--- src/rtl/mux_4_reg_pkg.sv ---
// -----------------------------------------------------------------------------
// mux_4_reg_pkg
//   Shared constants for the registered 4:1 word multiplexer.
//   - MUX4_SEL_IN0..MUX4_SEL_IN3 : select encodings for in0..in3
//   - MUX4_WIDTH_DEFAULT         : default data width
// -----------------------------------------------------------------------------
package mux_4_reg_pkg;

    localparam logic [1:0] MUX4_SEL_IN0 = 2'd0;
    localparam logic [1:0] MUX4_SEL_IN1 = 2'd1;
    localparam logic [1:0] MUX4_SEL_IN2 = 2'd2;
    localparam logic [1:0] MUX4_SEL_IN3 = 2'd3;

    localparam int MUX4_WIDTH_DEFAULT = 32;

endpackage

--- src/rtl/mux_4_reg_mux_2_w.sv ---
// -----------------------------------------------------------------------------
// mux_2_w
//   Combinational WIDTH-bit 2:1 multiplexer, the building block of the
//   mux_4_reg selection tree.
//   Ports:
//     out    : selected word (in0 when select=0, in1 when select=1)
//     select : 1-bit selector
//     in0    : data input 0
//     in1    : data input 1
// -----------------------------------------------------------------------------
module mux_2_w
    import mux_4_reg_pkg::*;
#(
    parameter int WIDTH = MUX4_WIDTH_DEFAULT
) (
    output logic [WIDTH-1:0] out,
    input  logic             select,
    input  logic [WIDTH-1:0] in0,
    input  logic [WIDTH-1:0] in1
);

    assign out = select ? in1 : in0;

endmodule

--- src/rtl/mux_4_reg.sv ---
// -----------------------------------------------------------------------------
// mux_4_reg
//   Registered 4:1 word multiplexer. A two-level tree of 2:1 muxes selects one
//   of in0..in3, and the result is captured into the output register when
//   in_valid is high. Latency is one clock; out only changes at clock edges.
//   Ports:
//     clock     : system clock, rising edge active
//     reset     : synchronous active-high reset (clears out and out_valid)
//     select    : 0->in0, 1->in1, 2->in2, 3->in3
//     in_valid  : load enable for the output register
//     in0..in3  : WIDTH-bit data inputs
//     out       : registered selected word
//     out_valid : set on the first load after reset, held until next reset
// -----------------------------------------------------------------------------
module mux_4_reg
    import mux_4_reg_pkg::*;
#(
    parameter int WIDTH = MUX4_WIDTH_DEFAULT
) (
    input  logic             clock,
    input  logic             reset,
    input  logic [1:0]       select,
    input  logic             in_valid,
    input  logic [WIDTH-1:0] in0,
    input  logic [WIDTH-1:0] in1,
    input  logic [WIDTH-1:0] in2,
    input  logic [WIDTH-1:0] in3,
    output logic [WIDTH-1:0] out,
    output logic             out_valid
);

    logic [WIDTH-1:0] lo_pair;
    logic [WIDTH-1:0] hi_pair;
    logic [WIDTH-1:0] tree_out;
    logic [WIDTH-1:0] data_p1;
    logic             vld_p1;

    // Stage 0: combinational selection tree (select[0] first, then select[1])
    mux_2_w #(.WIDTH(WIDTH)) u_mux_lo (
        .out    (lo_pair),
        .select (select[0]),
        .in0    (in0),
        .in1    (in1)
    );

    mux_2_w #(.WIDTH(WIDTH)) u_mux_hi (
        .out    (hi_pair),
        .select (select[0]),
        .in0    (in2),
        .in1    (in3)
    );

    mux_2_w #(.WIDTH(WIDTH)) u_mux_root (
        .out    (tree_out),
        .select (select[1]),
        .in0    (lo_pair),
        .in1    (hi_pair)
    );

    // Stage 1: output register; reset wins over a simultaneous load and
    // out_valid is sticky once set.
    always_ff @(posedge clock) begin
        if (reset) begin
            data_p1 <= '0;
            vld_p1  <= 1'b0;
        end else if (in_valid) begin
            data_p1 <= tree_out;
            vld_p1  <= 1'b1;
        end
    end

    assign out       = data_p1;
    assign out_valid = vld_p1;

endmodule

--- config.mk ---
export PLATFORM = sky130hd
export DESIGN_NAME = mux_4_reg
export DESIGN_NICKNAME = d
export VERILOG_FILES = /design/src/rtl/mux_4_reg_pkg.sv /design/src/rtl/mux_4_reg_mux_2_w.sv /design/src/rtl/mux_4_reg.sv
export SDC_FILE = /design/constraint.sdc
export NUM_CORES = 1
export LEC_CHECK = 0
export BUFFER_PORTS_ARGS = -buffer_cell sky130_fd_sc_hd__buf_2
export CORE_MARGIN = 5
export CORE_UTILIZATION = 44
export CTS_CLUSTER_DIAMETER = 200
export DETAILED_ROUTE_END_ITERATION = 10
export PLACE_DENSITY = 0.87
export SLEW_MARGIN = 25
export SYNTH_ARGS = -nofsm -noshare
export SYNTH_HDL_FRONTEND = slang
export SYNTH_SLANG_ARGS = --single-unit
--- constraint.sdc ---
create_clock -name clock -period 1.72 [get_ports clock]
set_input_delay 0 -clock clock [delete_from_list [all_inputs] [get_ports clock]]
set_output_delay 0 -clock clock [all_outputs]
set_load 0.02 [all_outputs]
; Word-level counts from Yosys, hierarchy flattened
; Index checks and enable logic that the tools add are counted.
[totals]
reg_bits = 33
wordCells = 5
output_inout_bits = 33
in_bits = 133
[classes]
muxes = 3
[op_table]
columns = op, n
row1 = 2-to-1 mux 32 bit, 3

; Logic depth before layout (Yosys ltp)
; Gate-level depths: netlist (run 1).
[logic_depth]
depth_word = 2
mapped_depth = 4
ltp_nobuf = 2

; By module
; A second synthesis (run 1) with hierarchy kept.
[unflattened]
cells_unflattened = 215
hier_area_um2 = 2830.2
[modules_own_cells]
columns = module, seq_area_each_um2, n_inst, cells_each, area_each_um2
row1 = mux_2_w, 0.0, 3, 36, 544.3
row2 = mux_4_reg, 660.6, 1, 107, 1197.4

; Worst setup path after synthesis (run 1)
; No wires, ideal clock.
[synth_timing]
path_type = reg-to-reg
from = register, netlist name out[30]
to = register data_p1[30] (netlist: out[30])
stages_incl_launch_ff = 3
period_less_slack_ns = 1.017
setup_time_ns = 0.079
path_buffers = 0
setup_slack_ns = 0.703
t_arrival_ns = 0.939
t_required_ns = 1.641
path_cell_list = dfxtp_1 or3b_2 o221ai_2
[synth_lines]
columns = element, line
row1 = end signal: assignment, mux_4_reg.sv:67  ; data_p1 <= tree_out;
row2 = end: declaration, mux_4_reg.sv:35  ; logic [WIDTH-1:0] data_p1;

==> flow_summary_export.csv, run 1 <==
group,metric,value,unit
timing,setup_violations,0,
synthesis,synth_nets,318,
clocking,clkTransAtPathRegs,60,ps
min_path,hp-start,"in0[24]",
flow_run,drv_cap,0,
grt,overflow,0,
power,pwr_density_cell,645,nW/um2
placed_design,dp_hpwl,5130,um
layout,drive_above_1_share,0.700,
drt,remaining_drc_errors,0,
clocking,post-cts-setup-buffers,0,
setup_path,path_max_fanout,32,
drt,ant_nets,0,
clocking,clkSinkCount,33,
min_path,holdPathStages,3,
drt,first_pass_iters,4,
timing,finalCriticalPeriod,1040,ps
die,die_w,80.6,um
power,ir_drop,0.436,mV
timing,slew_headroom,0.657,
timing,period_share,0.604,
clocking,clock_path_buffers,2,
synthesis,synth_seq_cells,33,
grt,track_usage,0.193,
setup_path,worstReg2RegStart,"out[27]$_SDFFE_PP0P_",
setup_path,r2r_end,"out[27]$_SDFFE_PP0P_",
timing,clock.fmax,962,MHz
setup_path,worst_setup_path_end_kind,"flip-flop",
drt,viasPerCell,5.21,
outcome,status,"complete, no violations",
setup_path,start_kind,"primary input",
drt,vias,2135,
clocking,clock_latency,270,ps
die,row_count,25,
drt,wirelength,6420,um
clocking,post_cts_resized,0,
grt,antenna_found_initial,0,
synthesis,ys_seq_area_frac,0.301,
synthesis,netlist_area,2190,um2
timing,finClkSkew,0,ps
setup_path,cp.arrival,1230,ps
setup_path,reg2reg_depth,2,
die,die-height,80.6,um
synthesis,synth_warnings,0,
layout,area_growth,43.2,%
timing,finalHoldViolCount,0,
timing,slew_viol_final,0,
setup_path,crit_required,1910,ps
layout,final_nets,476,
synthesis,synth_cell_types,12,
die,die_area,6500,um2
timing,setup_tns,0,ps
die,pin_count,166,
timing,fin_hold_ws,43.6,ps
synthesis,synth.avg_cell_area,11.9,um2
grt,grt_pass1_vias,2193,
drt,drt_iter0_markers,69,
die,core_area,4790,um2
placed_design,place_congestion,0.747,
clocking,numCtsBuffers,5,
min_path,hold_end,"out[24]$_SDFFE_PP0P_",
drt,wire_per_inst,15.7,um
placed_design,portBuffers,165,
timing,rsz0062_at_grt,"no",
setup_path,crit_path_start,"reset",
die,initial_utilization,0.458,
grt,grt_pass1_wl,9940,um
clocking,htreeDepth,2,
setup_path,crit_type,"primary input to flip-flop",
placed_design,dp_slack,427,ps
synthesis,synthCells,185,
power,leakage,1.59,nW
clocking,cts_tree,"done",
layout,antenna_cells,0,
grt,grt_max_degree,35,
clocking,root_buffer,"clkbuf_8",
min_path,hold_class,"primary input to flip-flop",
timing,fin_ws,681,ps
setup_path,r2r_slack,770,ps
timing,tightestPinTransition,514,ps
clocking,ctsHoldBuffers,0,
-- power breakdown --
part           total (W)  switching (W)  internal [W]
Combinational   0.000605       0.000304      0.000301
Sequential      0.000853      0.0000274      0.000826
Clock           0.000567       0.000250      0.000317
Total            0.00203       0.000581       0.00144
-- cells in the mapped netlist --
| library cell | n | area, um2 |
|---|---|---|
| buf_2 | 9 | 45.0 |
| buf_4 | 1 | 7.51 |
| buf_6 | 4 | 45.0 |
| clkbuf_1 | 6 | 22.5 |
| dfxtp_1 | 33 | 661 |
| mux2i_1 | 64 | 641 |
| nand3b_1 | 1 | 7.51 |
| nor2_1 | 2 | 7.51 |
| o221ai_1 | 2 | 17.5 |
| o221ai_2 | 30 | 450 |
| or3b_1 | 1 | 8.76 |
| or3b_2 | 32 | 280 |
-- state kept, by name (all words and copies together), names as in the netlist --
name and cells:
out 32, out_valid 1
-- cell usage in the layout, fill, tap and decap left out, drive strengths merged --
cell    count
nand3b      1
nor2        2
buf       171
clkbuf      7
o221ai     32
or3b       33
dfxtp      33
mux2i      64
-- how the worst max path moves through the flow --
stage / to / slack [ps] / cells after the start
4_1_cts: out[27]$_SDFFE_PP0P_ / 700 / 4
2_1_floorplan: out[30]$_SDFFE_PP0P_ / 700 / 2
6_report: out[27]$_SDFFE_PP0P_ / 680 / 4
3_5_place_dp: out[27]$_SDFFE_PP0P_ / 430 / 4
5_1_grt: out[27]$_SDFFE_PP0P_ / 620 / 4
3_3_place_gp: out[27]$_SDFFE_PP0P_ / 500 / 4
-- final cells by class --
cell class	count	area, um2
clock buffer	7	86.3
fill	375	1640
multi-input combinational	132	1410
sequential	33	661
tap	67	83.8
timing repair buffer	171	898
-- metal layers --
layer | share of wire | vias to the layer above | wire, um | GRT usage
met5 | 0 | - | 0 | 0
met4 | 0.0042 | 0 | 27 | 0.0405
met3 | 0.11 | 2 | 681 | 0.0549
met2 | 0.52 | 105 | 3320 | 0.352
met1 | 0.37 | 977 | 2390 | 0.222
li1 | - | 1051 | - | -
-- metrics by stage --
step                cell area (um2)  std cells  power (W)   util
finish                         3140        410    0.00203  0.656
global route                   3140        410    0.00214  0.656
CTS                            3140        410    0.00205  0.656
detailed placement             3060        403    0.00148  0.638
global placement               3060        403    0.00146  0.638
floorplan                      2190        185    0.00122      -
-- worst max-delay path, cell delays in order --
cell	delay (ps)
buf_2	190
or3b_2	460
buf_4	290
o221ai_1	250
-- cell families (layout without fill, tap and decap cells) --
| family | Yosys count | count (layout) | synth area share |
|---|---|---|---|
| buffers and inverters | 20 | 178 | 0.0548 |
| DFF | 33 | 33 | 0.301 |
| muxes | 64 | 64 | 0.292 |
| and+or+nand+nor | 36 | 36 | 0.139 |
| AOI/OAI and AO/OA | 32 | 32 | 0.213 |
Power figures use the tool's default switching activity.
==> run 2, diff against run 1 <==
--- a/config.mk
+++ b/config.mk
@@ -7,10 +7,10 @@
 export LEC_CHECK = 0
 export BUFFER_PORTS_ARGS = -buffer_cell sky130_fd_sc_hd__buf_2
 export CORE_MARGIN = 5
-export CORE_UTILIZATION = 44
+export CORE_UTILIZATION = 40
 export CTS_CLUSTER_DIAMETER = 200
 export DETAILED_ROUTE_END_ITERATION = 10
-export PLACE_DENSITY = 0.87
+export PLACE_DENSITY = 0.8
 export SLEW_MARGIN = 25
 export SYNTH_ARGS = -nofsm -noshare
 export SYNTH_HDL_FRONTEND = slang
==> constraint.sdc (replaced) <==
create_clock -name clock -period 1 [get_ports clock]
set_input_delay 0 -clock clock [delete_from_list [all_inputs] [get_ports clock]]
set_output_delay 0 -clock clock [all_outputs]
set_load 0.02 [all_outputs]
==> flow_summary_export.csv, run 2 (synthesis results as in run 1) <==
group,metric,value,unit
outcome,status,"complete, no violations",
setup_path,crit_type,"flip-flop to flip-flop",
drt,wirelength,6440,um
die,row_count,27,
drt,wire_per_inst,15.3,um
drt,viasPerCell,5.04,
placed_design,place_congestion,0.841,
grt,track_usage,0.188,
grt,grt_max_degree,35,
clocking,post_cts_resized,0,
placed_design,portBuffers,165,
clocking,numCtsBuffers,5,
setup_path,path_max_fanout,2,
setup_path,crit_required,1190,ps
die,core_area,5410,um2
layout,drive_above_1_share,0.800,
drt,first_pass_iters,6,
timing,finalHoldViolCount,0,
layout,final_cells,422,
layout,final_nets,484,
grt,overflow,0,
clocking,cts_tree,"done",
grt,grt_pass1_vias,2416,
clocking,root_buffer,"clkbuf_8",
die,die-height,84.1,um
placed_design,dp_hpwl,5210,um
die,initial_utilization,0.406,
die,pin_count,166,
timing,setup_tns,0,ps
layout,layout_commonest_cell,"buf_2",
timing,period_share,0.934,
placed_design,placed_cells,416,
timing,rsz0062_at_grt,"no",
timing,slew_viol_final,0,
layout,fin_util,0.601,
clocking,clock_path_buffers,2,
timing,tightestPinTransition,239,ps
timing,finClkSkew,0,ps
layout,antenna_cells,0,
layout,area_growth,48.1,%
drt,vias,2128,
setup_path,start_kind,"flip-flop",
drt,drt_iter0_markers,69,
layout,final_cell_mix,"buf_2 (164), mux2i_1 (64), or3b_2 (33)",
clocking,clkSinkCount,33,
power,ir_drop,0.594,mV
grt,antenna_found_initial,0,
setup_path,cp.arrival,1120,ps
timing,finalCriticalPeriod,934,ps
power,pwr_density_cell,1060,nW/um2
flow_run,drv_cap,0,
clocking,clock_latency,270,ps
timing,clock.fmax,1070,MHz
clocking,htreeDepth,2,
die,die_area,7060,um2
drt,remaining_drc_errors,0,
timing,slew_headroom,0.836,
timing,setup_violations,0,
clocking,clkTransAtPathRegs,60,ps
grt,grt_pass1_wl,11000,um
min_path,hold_class,"primary input to flip-flop",
die,die_w,84.1,um
setup_path,worst_setup_path_end_kind,"flip-flop",
clocking,ctsHoldBuffers,0,
clocking,post-cts-setup-buffers,0,
drt,ant_nets,0,
power,leakage,1.64,nW
layout,largest_register_ffs,32,
==> run 2: changes by cell type in the layout (fill, tap and decap cells not counted) <==
| cell | change |
|---|---|
| dfxtp_1 | -32 |
| clkbuf_1 | -1 |
| dfxtp_2 | +32 |
| clkinv_2 | +1 |
| clkbuf_8 | -1 |
| buf_4 | +7 |
| buf_12 | +1 |
==> run 2: final timing paths <==
kind	start	end	slack (ps)	cells after the start
worst max-delay path	out[15]$_SDFFE_PP0P_	out[15]$_SDFFE_PP0P_	70	2
worst min-delay path	in1[27]	out[27]$_SDFFE_PP0P_	20	3
worst max register to register	out[15]$_SDFFE_PP0P_	out[15]$_SDFFE_PP0P_	70	2
worst min register to register	out_valid$_SDFFE_PP0P_	out_valid$_SDFFE_PP0P_	490	2
==> run 2: cell type report <==
class	instances	area (um2)
multi-input cells	132	1410
well taps	72	90.1
flip-flops and latches	33	701
clock buffers	5	68.8
clock inverters	1	5.00
repair buffers	179	971
fillers	488	2160
==> run 2: report_power, final <==
group,switching [W],leakage [nW],internal (W)
clock,0.000444,0.0399,0.000457
combinational,0.000528,1.32,0.000543
sequential,0.0000467,0.284,0.00144
==> run 2: layer usage <==
layer	up-vias	wire, um	track usage
li1	1065	-	-
met1	949	2440	0.209
met2	105	3190	0.327
met3	9	721	0.0809
met4	0	81	0.0439
met5	-	0	0
==> run 2: stage by stage <==
| step | worst slack [ps] | cell area [um2] | power [W] | hold slack, ps |
|---|---|---|---|---|
| final | 65.7 | 3250 | 0.00346 | 15.6 |
| after global placement | -66.6 | 3170 | 0.00257 | 300 |
| after global routing | 22.5 | 3250 | 0.00368 | 24.6 |
| after detailed placement | -80.1 | 3170 | 0.00260 | 302 |
| after floorplan | 38.6 | 2230 | 0.00213 | 200 |
| after CTS | 59.6 | 3250 | 0.00352 | 10.8 |
==> run 2: critical path, stage by stage (launching register included) <==
cell      delay (ps)
dfxtp_2          330
or3b_2           450
o221ai_2          80
==> run 3, diff against run 2 <==
--- a/config.mk
+++ b/config.mk
@@ -7,10 +7,10 @@
 export LEC_CHECK = 0
 export BUFFER_PORTS_ARGS = -buffer_cell sky130_fd_sc_hd__buf_2
 export CORE_MARGIN = 5
-export CORE_UTILIZATION = 40
+export CORE_UTILIZATION = 44
 export CTS_CLUSTER_DIAMETER = 200
 export DETAILED_ROUTE_END_ITERATION = 10
-export PLACE_DENSITY = 0.8
+export PLACE_DENSITY = 0.87
 export SLEW_MARGIN = 25
 export SYNTH_ARGS = -nofsm -noshare
 export SYNTH_HDL_FRONTEND = slang
==> constraint.sdc (replaced) <==
create_clock -name clock -period 1.2 [get_ports clock]
set_input_delay 0 -clock clock [delete_from_list [all_inputs] [get_ports clock]]
set_output_delay 0 -clock clock [all_outputs]
set_load 0.02 [all_outputs]
==> flow_summary_export.csv, run 3 (synthesis results as in run 1) <==
group,metric,value,unit
outcome,status,"complete, no violations",
layout,layout_commonest_cell,"buf_2",
drt,ant_nets,0,
min_path,hold_class,"primary input to flip-flop",
power,pwr-share-clk,0.270,
drt,wire_per_inst,15.7,um
die,pin_count,166,
setup_path,worst_setup_path_end_kind,"flip-flop",
layout,fin_util,0.664,
clocking,clock_latency,270,ps
clocking,cts_tree,"done",
clocking,ctsHoldBuffers,0,
clocking,htreeDepth,2,
power,p_sw,0.000846,W
timing,period_share,0.791,
layout,area_growth,44.8,%
layout,antenna_cells,0,
timing,fin_hold_ws,23.5,ps
placed_design,placed_cells,405,
clocking,clkSinkCount,33,
drt,viasPerCell,5.12,
setup_path,start_kind,"flip-flop",
timing,setup_violations,0,
clocking,clock_path_buffers,2,
min_path,hp-start,"in1[27]",
timing,clock.fmax,1050,MHz
placed_design,dp_hpwl,5180,um
die,die_w,80.6,um
flow_run,drv_cap,0,
power,power,0.00288,W
grt,antenna_found_initial,0,
timing,finalHoldViolCount,0,
grt,overflow,0,
power,switching_share,0.293,
layout,fillers,405,
power,combPwrFrac,0.306,
power,sequentialPowerShare,0.424,
grt,track_usage,0.196,
timing,finalCriticalPeriod,949,ps
drt,drt_iter0_markers,29,
layout,final_nets,478,
clocking,root_buffer,"clkbuf_8",
timing,setup_tns,0,ps
setup_path,worstReg2RegStart,"out[23]$_SDFFE_PP0P_",
power,leakage,1.61,nW
setup_path,path_max_fanout,2,
power,internal_power,0.00204,W
setup_path,cp.arrival,1140,ps
layout,drive_above_1_share,0.697,
setup_path,crit_path_start,"out[23]$_SDFFE_PP0P_",
clocking,numCtsBuffers,5,
layout,final_cell_mix,"buf_2 (164), mux2i_1 (64), or3b_2 (33), dfxtp_1 (33), o221ai_2 (30)",
grt,grt_pass1_wl,10000,um
setup_path,crit_required,1390,ps
power,ir_drop,0.525,mV
die,core_area,4790,um2
timing,slew_viol_final,0,
layout,largest_register_ffs,32,
clocking,clkTransAtPathRegs,60,ps
grt,grt_pass1_vias,2277,
drt,vias,2115,
drt,remaining_drc_errors,0,
layout,final_cells,413,
die,row_count,25,
die,initial_utilization,0.458,
timing,finClkSkew,0,ps
die,die_area,6500,um2
setup_path,crit_type,"flip-flop to flip-flop",
timing,rsz0062_at_grt,"no",
die,die-height,80.6,um
grt,grt_max_degree,34,
clocking,post_cts_resized,0,
drt,first_pass_iters,2,
timing,slew_headroom,0.831,
placed_design,place_congestion,0.740,
clocking,post-cts-setup-buffers,0,
placed_design,portBuffers,165,
timing,tightestPinTransition,247,ps
drt,wirelength,6490,um
power,pwr_density_cell,908,nW/um2
-- run 3: cell count changes in the layout (fill, tap and decap cells not counted), sizes merged --
cell	change
clkbuf	+3
buf	-6
clkinv	-1
-- run 3: cell type report --
| class | instances | area, um2 | area share |
|---|---|---|---|
| clock buffers | 8 | 80.1 | 0.0252 |
| multi-input cells | 132 | 1410 | 0.445 |
| flip-flops and latches | 33 | 661 | 0.208 |
| well taps | 67 | 83.8 | 0.0264 |
| repair buffers | 173 | 938 | 0.296 |
-- run 3: path summary, 6_finish.rpt --
path,end,slack (ps),cells past startpoint
worst max-delay path,out[23]$_SDFFE_PP0P_,250,2
worst min-delay path,out[27]$_SDFFE_PP0P_,20,3
worst max register to register,out[23]$_SDFFE_PP0P_,250,2
worst min register to register,out_valid$_SDFFE_PP0P_,480,2
-- run 3: metrics by stage --
stage               setup WS [ps]  instance area (um2)
floorplan                     183                 2190
global placement              143                 3100
detailed placement            108                 3100
CTS                           249                 3180
global route                  211                 3180
finish                        251                 3180
-- run 3: power groups by stage --
stage | Sequential, W | Clock (W) | Combinational (W)
finish | 0.00122 | 0.000779 | 0.000883
global route | 0.00123 | 0.000845 | 0.000958
CTS | 0.00122 | 0.000809 | 0.000898
detailed placement | 0.00124 | 0 | 0.000896
global placement | 0.00124 | 0 | 0.000869
floorplan | 0.00135 | 0 | 0.000404
-- run 3: per-layer routing --
| metal | track usage | share of wire | wire length (um) | vias up |
|---|---|---|---|---|
| met5 | 0 | 0 | 0 | - |
| met4 | 0.0743 | 0.012 | 76 | 0 |
| met2 | 0.358 | 0.51 | 3330 | 97 |
| met1 | 0.214 | 0.39 | 2520 | 956 |
| met3 | 0.0516 | 0.086 | 558 | 7 |
| li1 | - | - | - | 1055 |
-- run 3: critical path, cell delays in order (launching register included) --
cell	delay, ps
dfxtp_1	340
or3b_2	460
o221ai_2	80
